[src/rtl/window_frame_ctrl_if.sv]
// SRAM read port and sliding-window pixel stream bundled for window_frame_ctrl.
// master = frame sequencer side, slave = memory/window side.
interface window_frame_ctrl_if #(
    parameter int unsigned DATA_WIDTH = 8,
    parameter int unsigned ADDR_WIDTH = 10
);
    logic                  mem_rd_en;
    logic [ADDR_WIDTH-1:0] mem_addr;
    logic [DATA_WIDTH-1:0] mem_rdata;
    logic                  frame_start;
    logic [DATA_WIDTH-1:0] pixel_in;
    logic                  pixel_valid;
    logic                  window_valid;

    modport master (
        output mem_rd_en, mem_addr, frame_start, pixel_in, pixel_valid,
        input  mem_rdata, window_valid
    );

    modport slave (
        input  mem_rd_en, mem_addr, frame_start, pixel_in, pixel_valid,
        output mem_rdata, window_valid
    );
endinterface

[src/rtl/window_frame_ctrl.sv]
// Frame sequencer: streams one frame from a 1-cycle-latency SRAM into the window generator and
// checks the returned window count. Optional `WINDOW_CTRL_PERF_EN adds perf_cycles/perf_stalls.
module window_frame_ctrl #(
    parameter int unsigned DATA_WIDTH    = 8,
    parameter int unsigned IMG_WIDTH     = 32,
    parameter int unsigned IMG_HEIGHT    = 32,
    parameter int unsigned KERNEL_SIZE   = 3,
    parameter int unsigned STRIDE        = 1,
    parameter int unsigned PADDING       = (KERNEL_SIZE - 1) / 2,
    parameter int unsigned ADDR_WIDTH    = 10,
    parameter int unsigned DRAIN_TIMEOUT = 64
) (
    input  logic                   clk,
    input  logic                   rst,
    input  logic                   start,
    input  logic                   stall,
    window_frame_ctrl_if.master    bus,
    output logic                   busy,
    output logic                   done,
    output logic                   err,
    output logic [15:0]            win_count
`ifdef WINDOW_CTRL_PERF_EN
    ,
    output logic [31:0]            perf_cycles,
    output logic [31:0]            perf_stalls
`endif
);
    localparam int unsigned OUT_W   = (IMG_WIDTH + 2 * PADDING - KERNEL_SIZE) / STRIDE + 1;
    localparam int unsigned OUT_H   = (IMG_HEIGHT + 2 * PADDING - KERNEL_SIZE) / STRIDE + 1;
    localparam int unsigned EXP_WIN = OUT_W * OUT_H;
    localparam int unsigned NUM_PIX = IMG_WIDTH * IMG_HEIGHT;
    localparam int unsigned TIMER_W = $clog2(DRAIN_TIMEOUT) + 1;

    localparam logic [15:0]           EXP_CNT   = 16'(EXP_WIN);
    localparam logic [ADDR_WIDTH-1:0] LAST_ADDR = ADDR_WIDTH'(NUM_PIX - 1);
    localparam logic [TIMER_W-1:0]    LAST_TICK = TIMER_W'(DRAIN_TIMEOUT - 1);

    typedef enum logic [2:0] {StIdle, StSof, StFeed, StDrain, StDone} state_e;

    state_e                state_q, state_d;
    logic [ADDR_WIDTH-1:0] addr_q, addr_d;
    logic [TIMER_W-1:0]    timer_q, timer_d;
    logic [15:0]           cnt_q, cnt_d;
    logic                  err_q, err_d;
    logic                  rd_q;
    logic                  rd_en;
    logic [DATA_WIDTH-1:0] pix;

    always_ff @(posedge clk or posedge rst) begin
        if (rst) begin
            state_q <= StIdle;
            addr_q  <= '0;
            timer_q <= '0;
            cnt_q   <= '0;
            err_q   <= 1'b0;
            rd_q    <= 1'b0;
        end else begin
            state_q <= state_d;
            addr_q  <= addr_d;
            timer_q <= timer_d;
            cnt_q   <= cnt_d;
            err_q   <= err_d;
            rd_q    <= rd_en;
        end
    end

    always_comb begin
        state_d     = state_q;
        addr_d      = addr_q;
        timer_d     = timer_q;
        cnt_d       = cnt_q;
        err_d       = err_q;
        rd_en       = 1'b0;
        done        = 1'b0;
        bus.frame_start = 1'b0;

        // Windows are counted in every busy state; the count saturates rather than wraps.
        if (state_q != StIdle && bus.window_valid && cnt_q != 16'hFFFF) begin
            cnt_d = cnt_q + 16'd1;
        end
        if (cnt_q > EXP_CNT) begin
            err_d = 1'b1;
        end

        unique case (state_q)
            StIdle: begin
                if (start) begin
                    state_d = StSof;
                    err_d   = 1'b0;
                    cnt_d   = '0;
                    addr_d  = '0;
                end
            end
            StSof: begin
                bus.frame_start = 1'b1;
                state_d         = StFeed;
            end
            StFeed: begin
                if (!stall) begin
                    rd_en = 1'b1;
                    if (addr_q == LAST_ADDR) begin
                        state_d = StDrain;
                        timer_d = '0;
                    end else begin
                        addr_d = addr_q + 1'b1;
                    end
                end
            end
            StDrain: begin
                timer_d = timer_q + 1'b1;
                if (cnt_q >= EXP_CNT) begin
                    state_d = StDone;
                end else if (timer_q == LAST_TICK) begin
                    state_d = StDone;
                    err_d   = 1'b1;
                end
            end
            StDone: begin
                done    = 1'b1;
                state_d = StIdle;
                if (cnt_q != EXP_CNT) begin
                    err_d = 1'b1;
                end
            end
            default: state_d = StIdle;
        endcase
    end

    // SRAM data already arrives registered, so it only needs gating to line up with pixel_valid.
    assign pix             = rd_q ? bus.mem_rdata : '0;
    assign bus.pixel_in    = pix;
    assign bus.pixel_valid = rd_q;
    assign bus.mem_rd_en   = rd_en;
    assign bus.mem_addr    = addr_q;
    assign busy            = (state_q != StIdle);
    assign err             = err_q;
    assign win_count       = cnt_q;

`ifdef WINDOW_CTRL_PERF_EN
    logic [31:0] cyc_q, stl_q;

    always_ff @(posedge clk or posedge rst) begin
        if (rst) begin
            cyc_q <= '0;
            stl_q <= '0;
        end else if (state_q == StIdle) begin
            if (start) begin
                cyc_q <= '0;
                stl_q <= '0;
            end
        end else begin
            cyc_q <= cyc_q + 32'd1;
            if (state_q == StFeed && stall) begin
                stl_q <= stl_q + 32'd1;
            end
        end
    end

    assign perf_cycles = cyc_q;
    assign perf_stalls = stl_q;
`endif
endmodule

[src/flat_wrapper.sv]
// flat-port wrapper written by rule: the top's interface ports become plain ports
module window_frame_ctrl_flat 
#(
    parameter int unsigned DATA_WIDTH    = 8,
    parameter int unsigned IMG_WIDTH     = 32,
    parameter int unsigned IMG_HEIGHT    = 32,
    parameter int unsigned KERNEL_SIZE   = 3,
    parameter int unsigned STRIDE        = 1,
    parameter int unsigned PADDING       = (KERNEL_SIZE - 1) / 2,
    parameter int unsigned ADDR_WIDTH    = 10,
    parameter int unsigned DRAIN_TIMEOUT = 64
)
  (clk, rst, start, stall, busy, done, err, win_count, bus_mem_rd_en, bus_mem_addr, bus_frame_start, bus_pixel_in, bus_pixel_valid, bus_mem_rdata, bus_window_valid);
  window_frame_ctrl_if #(.DATA_WIDTH(DATA_WIDTH), .ADDR_WIDTH(ADDR_WIDTH)) bus_i ();
  input  logic clk;
  input  logic rst;
  input  logic start;
  input  logic stall;
  output logic busy;
  output logic done;
  output logic err;
  output logic [15:0] win_count;
  output wire logic [$bits(bus_i.mem_rd_en)-1:0] bus_mem_rd_en;
  output wire logic [$bits(bus_i.mem_addr)-1:0] bus_mem_addr;
  output wire logic [$bits(bus_i.frame_start)-1:0] bus_frame_start;
  output wire logic [$bits(bus_i.pixel_in)-1:0] bus_pixel_in;
  output wire logic [$bits(bus_i.pixel_valid)-1:0] bus_pixel_valid;
  input wire logic [$bits(bus_i.mem_rdata)-1:0] bus_mem_rdata;
  input wire logic [$bits(bus_i.window_valid)-1:0] bus_window_valid;
  assign bus_mem_rd_en = bus_i.mem_rd_en;
  assign bus_mem_addr = bus_i.mem_addr;
  assign bus_frame_start = bus_i.frame_start;
  assign bus_pixel_in = bus_i.pixel_in;
  assign bus_pixel_valid = bus_i.pixel_valid;
  assign bus_i.mem_rdata = bus_mem_rdata;
  assign bus_i.window_valid = bus_window_valid;
  window_frame_ctrl #(.DATA_WIDTH(DATA_WIDTH), .IMG_WIDTH(IMG_WIDTH), .IMG_HEIGHT(IMG_HEIGHT), .KERNEL_SIZE(KERNEL_SIZE), .STRIDE(STRIDE), .PADDING(PADDING), .ADDR_WIDTH(ADDR_WIDTH), .DRAIN_TIMEOUT(DRAIN_TIMEOUT)) u_core (.clk(clk), .rst(rst), .start(start), .stall(stall), .bus(bus_i), .busy(busy), .done(done), .err(err), .win_count(win_count));
endmodule
[config.mk]
export PLATFORM = sky130hd
export DESIGN_NAME = window_frame_ctrl_flat
export DESIGN_NICKNAME = d
export VERILOG_FILES = /design/src/rtl/window_frame_ctrl_if.sv /design/src/rtl/window_frame_ctrl.sv /design/src/flat_wrapper.sv
export SDC_FILE = /design/constraint.sdc
export NUM_CORES = 1
export LEC_CHECK = 0
export ABC_AREA = 0
export BUFFER_PORTS_ARGS = -buffer_cell sky130_fd_sc_hd__buf_2
export CAP_MARGIN = 20
export CORE_AREA = 10 10 92 94
export CTS_BUF_LIST = sky130_fd_sc_hd__clkbuf_16
export CTS_CLUSTER_SIZE = 16
export DETAILED_ROUTE_END_ITERATION = 12
export DIE_AREA = 0 0 102 104
export GPL_TIMING_DRIVEN = 0
export PLACE_DENSITY_LB_ADDON = 0.1
export SETUP_SLACK_MARGIN = 0.05
export SYNTH_ARGS = -nofsm -noshare
export SYNTH_HDL_FRONTEND = slang
export SYNTH_SLANG_ARGS = --single-unit
[constraint.sdc]
create_clock -name clk -period 2.15 [get_ports clk]
set_clock_uncertainty 0.2 [all_clocks]
set_input_delay 0.43 -clock clk [delete_from_list [all_inputs] [get_ports clk]]
set_output_delay 0.43 -clock clk [all_outputs]
set_load 0.005 [all_outputs]
== Word level (Yosys, flattened, before mapping) ==
Cells that the tools add are included.
Operators by class
  $add $sub $neg: 3
  multipliers: 0
  divide/modulo/power cells: 0
  $lt $le $gt $ge: 2
  equality and inequality tests: 13
  shift-type cells: 0
  multiplexer cells: 27
  bitwise operators: 0
  reduce and logical (&&, ||, !) cells: 9
Operator list (count)
  $mux W16: 3
  $mux W10: 3
  $pmux W10 S2: 1
  $add A16 B1 Y16 const B: 1
  $ge A16 B11 Y1 const B: 1
  $gt A16 B11 Y1 const B: 1
  $ne A16 B11 Y1 const B: 1
  $ne A16 B16 Y1 const B: 1
  $mux W3: 5
  $mux W7: 2
  $pmux W7 S2: 1
  $pmux W3 S4: 1
  $add A10 B1 Y10 const B: 1
  $eq A10 B10 Y1 const B: 1
  $mux W1: 9
  $mux W8: 1
  $reduce_and A4 Y1: 2
  $add A7 B1 Y7 const B: 1
  $eq A7 B6 Y1 const B: 1
  $eq A3 B2 Y1 const B: 2
  $ne A2 B2 Y1 const B: 3
  $reduce_bool A2 Y1: 2
  $eq A3 B1 Y1 const B: 1
  $eq A3 B3 Y1 const B: 1
  other kinds (7): 8
Word-level totals
  flip-flop bits (word level): 38
  bits in latches: 0
  RAM bits: 0
  bits in read-only memories: 0
  input bits: 13
  output and inout port bits: 40
  logic and storage cells: 60
  memories kept: 0

== Longest topological paths before layout ==
Gate-level depths: netlist of run 1.
  depth in word-level cells: 6
  gate-level depth with buffers: 6
  gate-level depth less buffers: 6

== Worst setup path after synthesis of run 1 ==
OpenSTA, ideal clock, no wires.
  path type: register -> register
  from: reg u_core.cnt_q[1], in the netlist u_core.win_count[1]
  to: reg u_core.cnt_q[7], in the netlist u_core.win_count[7]
  library setup time: 119 ps
  data arrival time: 1666 ps
  required time: 1831 ps
  path slack: 165 ps
  stages on the path, launching flop included: 6
  path buffers: 0
  period minus slack after synthesis: 1985 ps
  path through: dfrtp_1 > ha_1 > and3_1 > nor4b_1 > nor4_1 > o21a_1
Between the ends
  word-level cells in the longest chain between the ends: 5
  elaborated cells on any way between the ends: 6
  classes of those cells: add/sub: 1; eq/ne: 1; mux: 3; reduce/logical: 1
RTL lines
  start, declared: RTL line window_frame_ctrl.sv:43  | logic [15:0] cnt_q, cnt_d;
  start signal, assigned: RTL line window_frame_ctrl.sv:61  | cnt_q <= cnt_d;
  parallel branches: the longest is 2 deep, another holds $add A16 B1 Y16
  $mux W16 (*): RTL line window_frame_ctrl.sv:78  | if (state_q != StIdle && bus.window_valid && cnt_q != 16'hFFFF) begin
  $mux W16: RTL line window_frame_ctrl.sv:87  | if (start) begin
  $mux W16 (*): RTL line window_frame_ctrl.sv:85  | unique case (state_q)
  net u_core.cnt_d[7]: RTL line window_frame_ctrl.sv:43
Mark *: on every way through the listed nets, which the timed path passes.
A chain may end at the register's enable or synchronous reset.

== Final worst setup path of run 1 ==
  from: reg u_core.state_q[2]
  to: out busy
Between the ends
  word-level cells in the longest chain between the ends: 1
RTL lines
  start, declared: RTL line window_frame_ctrl.sv:40  | state_e state_q, state_d;
  start signal, assigned: RTL line window_frame_ctrl.sv:51  | state_q <= StIdle;
  start signal, assigned: RTL line window_frame_ctrl.sv:58  | state_q <= state_d;
  $reduce_bool A3 Y1: RTL line window_frame_ctrl.sv:135  | assign busy = (state_q != StIdle);
  end, declared: RTL line flat_wrapper.sv:19  | output logic busy;
Every way passes these cells.

==> metrics, run 1 <==
RSZ-0062 raised after global routing true; worst setup path start u_core.state_q[2]$_DFFE_PP0P_; placed insts 382; Post-synth top cells dfrtp_1 (38), nand2_1 (22), nand3_1 (14), a21oi_1 (13), nor2_1 (13); placed cell area around 2600 µm²; RD Place Congestion between 0.8 and 0.9; Post-Syn Area per Cell 9.14 µm²; global-route wire length before repair around 11000 µm; NumNets Final between 300 and 400; syn_nets between 200 and 300; vias per cell ~5.7; crit path launch type flop; Initial Utilization 0.342; # IOs 53; Worst-Margin Slew 0.842 ns; row count 30; Cell Area, Synth roughly 2300 µm²; FILL cells ~670; overall die width ~100 µm; Die Y around 100 µm; CP Capture Type output port; maximum vdd drop just under 400 µV; worst skew pair latency around 0.28 ns; Distinct cells, synth slightly below 50; Root Driver clkbuf_16; P_leak approximately 1.3 nW; Post-synth EDFFs 0; Pwr Density 968 nW/µm²; setup TNS 0 ns; register area 956 µm²; multi-input logic area between 1000 and 1500 µm²; final instance area about 2900 µm²; Hold WC Path Type input port to asynchronous set/reset pin; Pins Over Slew Limit 0; CTS tree yes; crit path max fanout 10; async set-reset flop share out of synthesis 1.00; critical path arrival 1.43 ns; reg2reg start u_core.win_count[5]$_DFF_PP0_; die area around 11000 µm²; vias approximately 2200; total wire length just under 7000 µm; Seq cells post-synth 38; YS warnings 0; gr usage total 0.124; hold slack final about 0.12 ns; Detailed Routing Iterations Pass 1 4; maximum number of pins on one net before global-route repair 39; number of port buffers 52; cell taking the most area after synthesis dfrtp_1; share of cells above drive strength 1 0.302; Worst Setup Path Type flop to output port; vias in the first global route between 2000 and 2500; number of DRC markers in iteration 0 ~80; Worst EP required between 1.5 and 2 ns; top_reg_cell synth dfrtp_1; ANT nets after route 0; slack of the worst reg-to-reg path between 0.15 and 0.2 ns; Fin. Hold Viols 0; Post-CTS Hold Fix Bufs 0; post-synth top area share 0.416; total CTS buffers 5; area grow syn2layout 26.9%; Remaining Overflow, GRT 0; Max Freq between 400 and 500 MHz; DRC 0; period utilisation layout 0.957; final setup vio count 0; mean routed wirelength per cell approximately 17 µm; worst relative slew slack 0.438; cells after synthesis 250; initial antenna violation count 0; Max-cap violations 0; Period minus WS final 2.06 ns; top post-synthesis cells by area dfrtp_1 (42%), nand2_1 (3.6%), o31ai_1 (3.6%), nand3_1 (3.1%), or4_1 (3.0%); Seq/Total Area, Yosys 0.416; count leader, synth dfrtp_1; Reg clk slew, reported paths about 0.060 ns; H-tree levels 2; status complete, no violations; Finished Layout Cells 391; ant diodes 0; area of the core between 6000 and 7000 µm²; HPWL after detailed placement between 4000 and 5000 µm; CTS Sinks 38; maximum clock insertion buffer count 2
==> flip-flops by register name, indices dropped and copies added (netlist names) <==
signal and cells:
u_core.bus.pixel_valid 1, u_core.bus.mem_addr 10, u_core.state_q 3, u_core.win_count 16
u_core.err 1, u_core.timer_q 7
==> path summary, 6_finish.rpt <==
check | endpoint | cells after the start
max | busy | 3
min | u_core.win_count[13]$_DFF_PP0_ | 2
max reg2reg | u_core.win_count[11]$_DFF_PP0_ | 5
min reg2reg | u_core.timer_q[6]$_DFFE_PP0P_ | 1
max in group asynchronous | u_core.win_count[0]$_DFF_PP0_ | 2
min in group clk | u_core.bus.pixel_valid$_DFF_PP0_ | 2
==> cells in the final DEF, fill, tap and decap left out, drive strengths merged, types with 2 or more instances in the layout <==
master	count
a31oi	4
and4	3
a211oi	3
nand2b	3
buf	62
mux2i	6
ha	4
clkbuf	7
o211ai	5
and2	9
dfrtp	38
nor3	7
o31a	2
or4	10
o21ai	9
nand3	15
nor4b	3
a41oi	3
o31ai	11
and3	6
nand4	10
xor2	3
nor4	11
or2	3
or3	2
nand2	23
nor2	14
inv	7
nor3b	4
a21oi	14
==> routing by layer <==
| metal | global-route usage | wire length (µm) |
|---|---|---|
| met5 | 0 | 0 |
| met4 | 0.0403 | 65 |
| met3 | 0.0346 | 475 |
| met2 | 0.173 | 2960 |
| met1 | 0.177 | 3240 |
==> cell type report <==
cell class,count,area share
Buffer,11,0.0233
Inverter,7,0.00906
Tap cell,80,0.0345
Sequential cell,38,0.330
Clock buffer,5,0.0431
Clock inverter,1,0.00129
Timing Repair Buffer,54,0.0962
Multi-Input combinational cell,195,0.463
==> cell families (layout without fill, tap and decap cells) <==
group / Yosys count / in the layout / synth area share
AND/OR/NAND/NOR: 127 / 127 / 0.330
AO/OA/AOI/OAI: 54 / 55 / 0.157
flip-flops: 38 / 38 / 0.416
buffers and inverters: 18 / 78 / 0.0372
multiplexers: 6 / 6 / 0.0263
adder cells (fa/ha/maj): 4 / 4 / 0.0219
XOR/XNOR: 3 / 3 / 0.0115
==> metrics by stage <==
step | total power (W) | setup slack (ns) | utilization
floorplan | 0.00166 | 0.165 | -
global placement | 0.00200 | -0.183 | 0.396
detailed placement | 0.00200 | -0.160 | 0.396
CTS | 0.00274 | 0.0480 | 0.421
global route | 0.00303 | 0.0109 | 0.434
finish | 0.00281 | 0.0931 | 0.434
==> worst max-delay path: stages, from the launching register on <==
cell     delay, ns
dfrtp_1       0.35
buf_4         0.17
or3_1         0.46
buf_2         0.17
==> where the power goes <==
group | switching [W] | leakage, nW | internal (W)
Combinational | 0.000618 | 0.733 | 0.000466
Clock | 0.000273 | 0.0632 | 0.000412
Sequential | 0.000165 | 0.496 | 0.000874
==> what timing repair did <==
item / CTS / global route
endpoints found under the setup margin: 24 / 19
cloned: 0 / 2
buffers inserted: 0 / 1
resized for setup: 10 / 18
pin swaps: 0 / 3
(Power assumes the default switching activity.)
==> run 2: changes to the inputs <==
- CORE_AREA: 10 10 92 94 -> 10 10 77 79
- DIE_AREA: 0 0 102 104 -> 0 0 87 89
- RECOVER_POWER: default -> 25
==> metrics, run 2 (synthesis gave the netlist of run 1 again) <==
Reg clk slew, reported paths 0.05 ns (about the same); Initial Utilization 0.504 (+0.162); total wire length 6120 µm (-9.1%); initial antenna violation count 0 (unchanged); Int Pwr 0.00172 W (-1.6%); wl on met1 2630 µm (-19%); area grow syn2layout 24.1%; die area 7740 µm² (-27%); RD Place Congestion 0.873 (+5.2%); crit path max fanout 10 (unchanged); max reg flops 16 (unchanged); Max Freq 491 MHz (+0.91%); vias 2164 (-3.5%); P_leak 1.29 nW (-0.17%); DRC 0 (unchanged); critical path arrival 1.99 ns (+0.56 ns); DR WL met3 474 µm (-0.21%); Worst-Margin Slew 1.44 ns (+0.595 ns); Max-cap violations 0 (unchanged); vias per cell 5.95 (+3.7%); most common cell after layout, fill and taps aside buf_2; NumNets Final 328 (-0.30%); Die Y 89 µm (-14%); Max Used Layer met4; slack of the worst reg-to-reg path 0.11 ns (-0.05 ns); Hold WC Path Type input port to flop; Post-Place Setup Slack -0.150 ns (+0.00931 ns); period utilisation layout 0.948 (-0.00860); Detailed Routing Iterations Pass 1 4 (unchanged); area of the core 4540 µm² (-32%); Period minus WS final 2.04 ns (-0.0185 ns); final setup vio count 0 (unchanged); Root Driver clkbuf_16; commonest non-fill, non-tap cells in the layout buf_2 (57), dfrtp_1 (35), nand2_1 (22); crit path launch type flop; Logic pwr share 0.378 (-0.008); H-tree levels 2 (unchanged); overall die width 87 µm (-15%); worst skew pair latency 0.27 ns (about the same); register share of total power 0.375 (+0.005); CTS tree yes; Net Sw Power 0.00100 W (-5.1%); Post-CTS Hold Fix Bufs 0 (unchanged); gr usage total 0.155 (+0.0306); global-route wire length before repair 9760 µm (-9.8%); Fin. Hold Viols 0 (unchanged); CP Capture Type flop; HPWL after detailed placement 4350 µm (-9.7%); mean routed wirelength per cell 16.8 µm (-2.4%); row count 25 (-17%); vias in the first global route 2071 (+2.0%); Pins Over Slew Limit 0 (unchanged); maximum number of pins on one net before global-route repair 39 (unchanged); hold slack final 0.198 ns (+0.0787 ns); maximum vdd drop 501 µV (+27%); RSZ-0062 raised after global routing false; worst relative slew slack 0.0412 (-0.397); maximum clock insertion buffer count 2 (unchanged); clock power share 0.247 (+0.003); Worst Setup Path Type flop to flop; Remaining Overflow, GRT 0 (unchanged); total CTS buffers 5 (unchanged); number of port buffers 52 (unchanged); share of cells above drive strength 1 0.294 (-0.00870); CTS Sinks 38 (unchanged); Pwr Density 961 nW/µm² (-0.69%); status complete, no violations; ant diodes 0 (unchanged); met2 WL 2930 µm (-0.95%); ANT nets after route 0 (unchanged); final setup margin 0.112 ns (+0.0185 ns); Sw Ratio 0.368 (-0.00861); number of DRC markers in iteration 0 98 (+21%); Worst EP required 2.10 ns (+0.58 ns); # IOs 53 (unchanged)
[run 2: changes by cell type in the layout (fill, tap and decap cells not counted), sizes merged]
cell / before / now
clkbuf: 7 / 8
clkdlybuf4s15: 1 / 0
o211ai: 5 / 4
[run 2: area by class of cell]
cell class                 count  area (µm²)
tap                           54        67.6
fill                         392        1700
timing repair buffer          54         275
multi-input combinational    194        1320
clock inverter                 1        3.75
inverter                       7        26.3
sequential                    38         955
buffer                        11        62.6
clock buffer                   5         125
[run 2: through the flow]
stage | area [µm²] | power [W] | instances | utilization | setup TNS [ns]
after global routing | 2840 | 0.00293 | 364 | 0.625 | 0
after floorplan | 2280 | 0.00166 | 250 | - | 0
after CTS | 2780 | 0.00267 | 362 | 0.614 | 0
after global placement | 2610 | 0.00196 | 356 | 0.576 | -0.547
after detailed placement | 2610 | 0.00197 | 356 | 0.576 | -0.497
final | 2840 | 0.00273 | 364 | 0.625 | 0
[run 2: power by group through the flow]
stage          clock network [W]  logic, W  registers (W)
2_1_floorplan                  0  0.000651        0.00101
3_3_place_gp                   0  0.000929        0.00103
3_5_place_dp                   0  0.000942        0.00103
4_1_cts                 0.000686  0.000965        0.00102
5_1_grt                 0.000712   0.00117        0.00105
6_report                0.000673   0.00103        0.00102
[run 2: final timing paths]
path | from | to | cells after the start
worst min register to register | u_core.timer_q[6]$_DFFE_PP0P_ | u_core.timer_q[6]$_DFFE_PP0P_ | 1
worst max-delay path | u_core.state_q[2]$_DFFE_PP0P_ | u_core.win_count[14]$_DFF_PP0_ | 5
max in group asynchronous | rst | u_core.win_count[0]$_DFF_PP0_ | 2
min in group asynchronous | rst | u_core.win_count[8]$_DFF_PP0_ | 2
worst min-delay path | stall | u_core.bus.pixel_valid$_DFF_PP0_ | 2
worst max register to register | u_core.state_q[2]$_DFFE_PP0P_ | u_core.win_count[14]$_DFF_PP0_ | 5
[run 2: repair_timing]
| item | CTS | global route |
|---|---|---|
| setup buffers | 0 | 2 |
| pin swaps | 0 | 2 |
| resized for setup | 10 | 10 |
| endpoints found under the setup margin | 19 | 20 |
[run 2: worst max-delay path, cell delays in order, from the launching register on]
cell and delay (ns):
dfrtp_1 0.35, buf_4 0.17, or3_1 0.44, nor2_2 0.33, buf_2 0.34, a21oi_1 0.07
[run 2: metal layers]
metal | track usage | vias to the layer above
met5 | 0 | -
met3 | 0.0492 | 8
met1 | 0.177 | 1011
li1 | - | 1078
met2 | 0.265 | 67
met4 | 0.0530 | 0
==> run 3: changes to the inputs <==
- RECOVER_POWER: 25 -> default
==> metrics, run 3 (synthesis gave the netlist of run 1 again) <==
Net Sw Power 0.00100 W (about the same); vias per cell 5.95 (about the same); P_leak 1.29 nW (about the same); maximum vdd drop 501 µV (about the same); area grow syn2layout 24.1% (unchanged); mean routed wirelength per cell 16.8 µm (about the same); global-route wire length before repair 9760 µm (unchanged); NumNets Final 328 (unchanged); Pwr Density 962 nW/µm² (about the same); gr usage total 0.155 (unchanged); Pins Over Slew Limit 0 (unchanged); Logic pwr share 0.378 (about the same); Worst-Margin Slew 0.799 ns (-0.638 ns); share of cells above drive strength 1 0.297 (+0.00323); vias 2165 (+0.046%); Sw Ratio 0.368 (about the same); Fin. Hold Viols 0 (unchanged); max reg flops 16 (unchanged); CP Capture Type flop; H-tree levels 2 (unchanged); final setup margin 0.112 ns (+0.0000300 ns); Reg clk slew, reported paths 0.05 ns (about the same); register area 955 µm² (unchanged); clock power share 0.247 (about the same); hold slack final 0.108 ns (-0.0901 ns); critical path arrival 1.99 ns (about the same); initial antenna violation count 0 (unchanged); number of port buffers 52 (unchanged); Int Pwr 0.00172 W (about the same); maximum clock insertion buffer count 2 (unchanged); worst relative slew slack 0.467 (+0.426); total CTS buffers 5 (unchanged); Initial Utilization 0.504 (unchanged); overall die width 87 µm (unchanged); CP Capture Point u_core.win_count[14]$_DFF_PP0_; reg2reg start u_core.state_q[2]$_DFFE_PP0P_; Period minus WS final 2.04 ns (-0.0000300 ns); slack of the worst reg-to-reg path 0.11 ns (about the same); Pwr Total 0.00273 W (about the same); Die Y 89 µm (unchanged); HPWL after detailed placement 4350 µm (unchanged); Post-CTS Hold Fix Bufs 0 (unchanged); FF-to-FF End u_core.win_count[14]$_DFF_PP0_; CTS tree yes; ant diodes 0 (unchanged); most common cell after layout, fill and taps aside buf_2; RD Place Congestion 0.873 (unchanged); Max Freq 491 MHz (about the same); FILL cells 392 (unchanged); Worst Setup Path Type flop to flop; area of the core 4540 µm² (unchanged); number of DRC markers in iteration 0 98 (unchanged); # IOs 53 (unchanged); multi-input logic area 1320 µm² (unchanged); period utilisation layout 0.948 (about the same); row count 25 (unchanged); Remaining Overflow, GRT 0 (unchanged); worst setup path start u_core.state_q[2]$_DFFE_PP0P_; r2r worst-path depth 5 (unchanged); Max-cap violations 0 (unchanged); Post-Place Setup Slack -0.150 ns (unchanged); ANT nets after route 0 (unchanged); CTS Sinks 38 (unchanged); status complete, no violations; crit path launch type flop; crit path max fanout 10 (unchanged); Hold WC Path Type input port to asynchronous set/reset pin; Worst EP required 2.10 ns (about the same); RSZ-0062 raised after global routing false; Detailed Routing Iterations Pass 1 4 (unchanged); commonest non-fill, non-tap cells in the layout buf_2 (57), dfrtp_1 (35), nand2_1 (22); vias in the first global route 2071 (unchanged); register share of total power 0.375 (about the same); total wire length 6120 µm (about the same); die area 7740 µm² (unchanged); Root Driver clkbuf_16; maximum number of pins on one net before global-route repair 39 (unchanged); final setup vio count 0 (unchanged); worst skew pair latency 0.27 ns (about the same); DRC 0 (unchanged)
run 3: per-layer routing:
layer  up-vias  GRT usage  wire [µm]
li1       1078          -          -
met1      1010      0.177       2620
met2        69      0.265       2930
met3         8     0.0492        478
met4         0     0.0530         91
met5         -          0          0
run 3: area by class of cell:
type,count,area share
multi-input cells,194,0.466
flip-flops and latches,38,0.337
repair buffers,54,0.0971
clock buffers,5,0.0441
well taps,54,0.0238
plain buffers,11,0.0221
inverters,7,0.00927
clock inverters,1,0.00132
run 3: timing repair:
action / 4_1_cts / 5_1_grt
pin swaps: 0 / 2
buffers inserted: 0 / 2
gates resized for setup: 10 / 10
endpoints found under the setup margin: 19 / 20
run 3: how the worst min path moves through the flow:
stage | startpoint | end | slack [ns] | depth (start not counted)
finish | rst | u_core.win_count[8]$_DFF_PP0_ | 0.11 | 2
global route | rst | u_core.win_count[11]$_DFF_PP0_ | 0.17 | 2
CTS | rst | u_core.win_count[8]$_DFF_PP0_ | 0.14 | 2
detailed placement | u_core.timer_q[6]$_DFFE_PP0P_ | u_core.timer_q[6]$_DFFE_PP0P_ | 0.28 | 1
global placement | u_core.timer_q[6]$_DFFE_PP0P_ | u_core.timer_q[6]$_DFFE_PP0P_ | 0.28 | 1
floorplan | u_core.timer_q[6]$_DFFE_PP0P_ | u_core.timer_q[6]$_DFFE_PP0P_ | 0.25 | 1
run 3: metrics by stage:
step                 util  TNS [ns]  area [µm²]  instances
global route        0.625         0        2840        364
global placement    0.576    -0.547        2610        356
finish              0.625         0        2840        364
CTS                 0.614         0        2780        362
floorplan               -         0        2280        250
detailed placement  0.576    -0.497        2610        356
run 3: power by group through the flow:
stage / sequential [W] / clock, W / combinational (W)
6_report: 0.00102 / 0.000673 / 0.00103
5_1_grt: 0.00105 / 0.000712 / 0.00117
4_1_cts: 0.00102 / 0.000686 / 0.000965
3_5_place_dp: 0.00103 / 0 / 0.000942
3_3_place_gp: 0.00103 / 0 / 0.000929
2_1_floorplan: 0.00101 / 0 / 0.000651
run 3: critical path: stages, from the launching register on:
cell and delay [ns]:
dfrtp_1 0.35, buf_4 0.17, or3_1 0.44, nor2_2 0.33, buf_2 0.34, a21oi_1 0.07
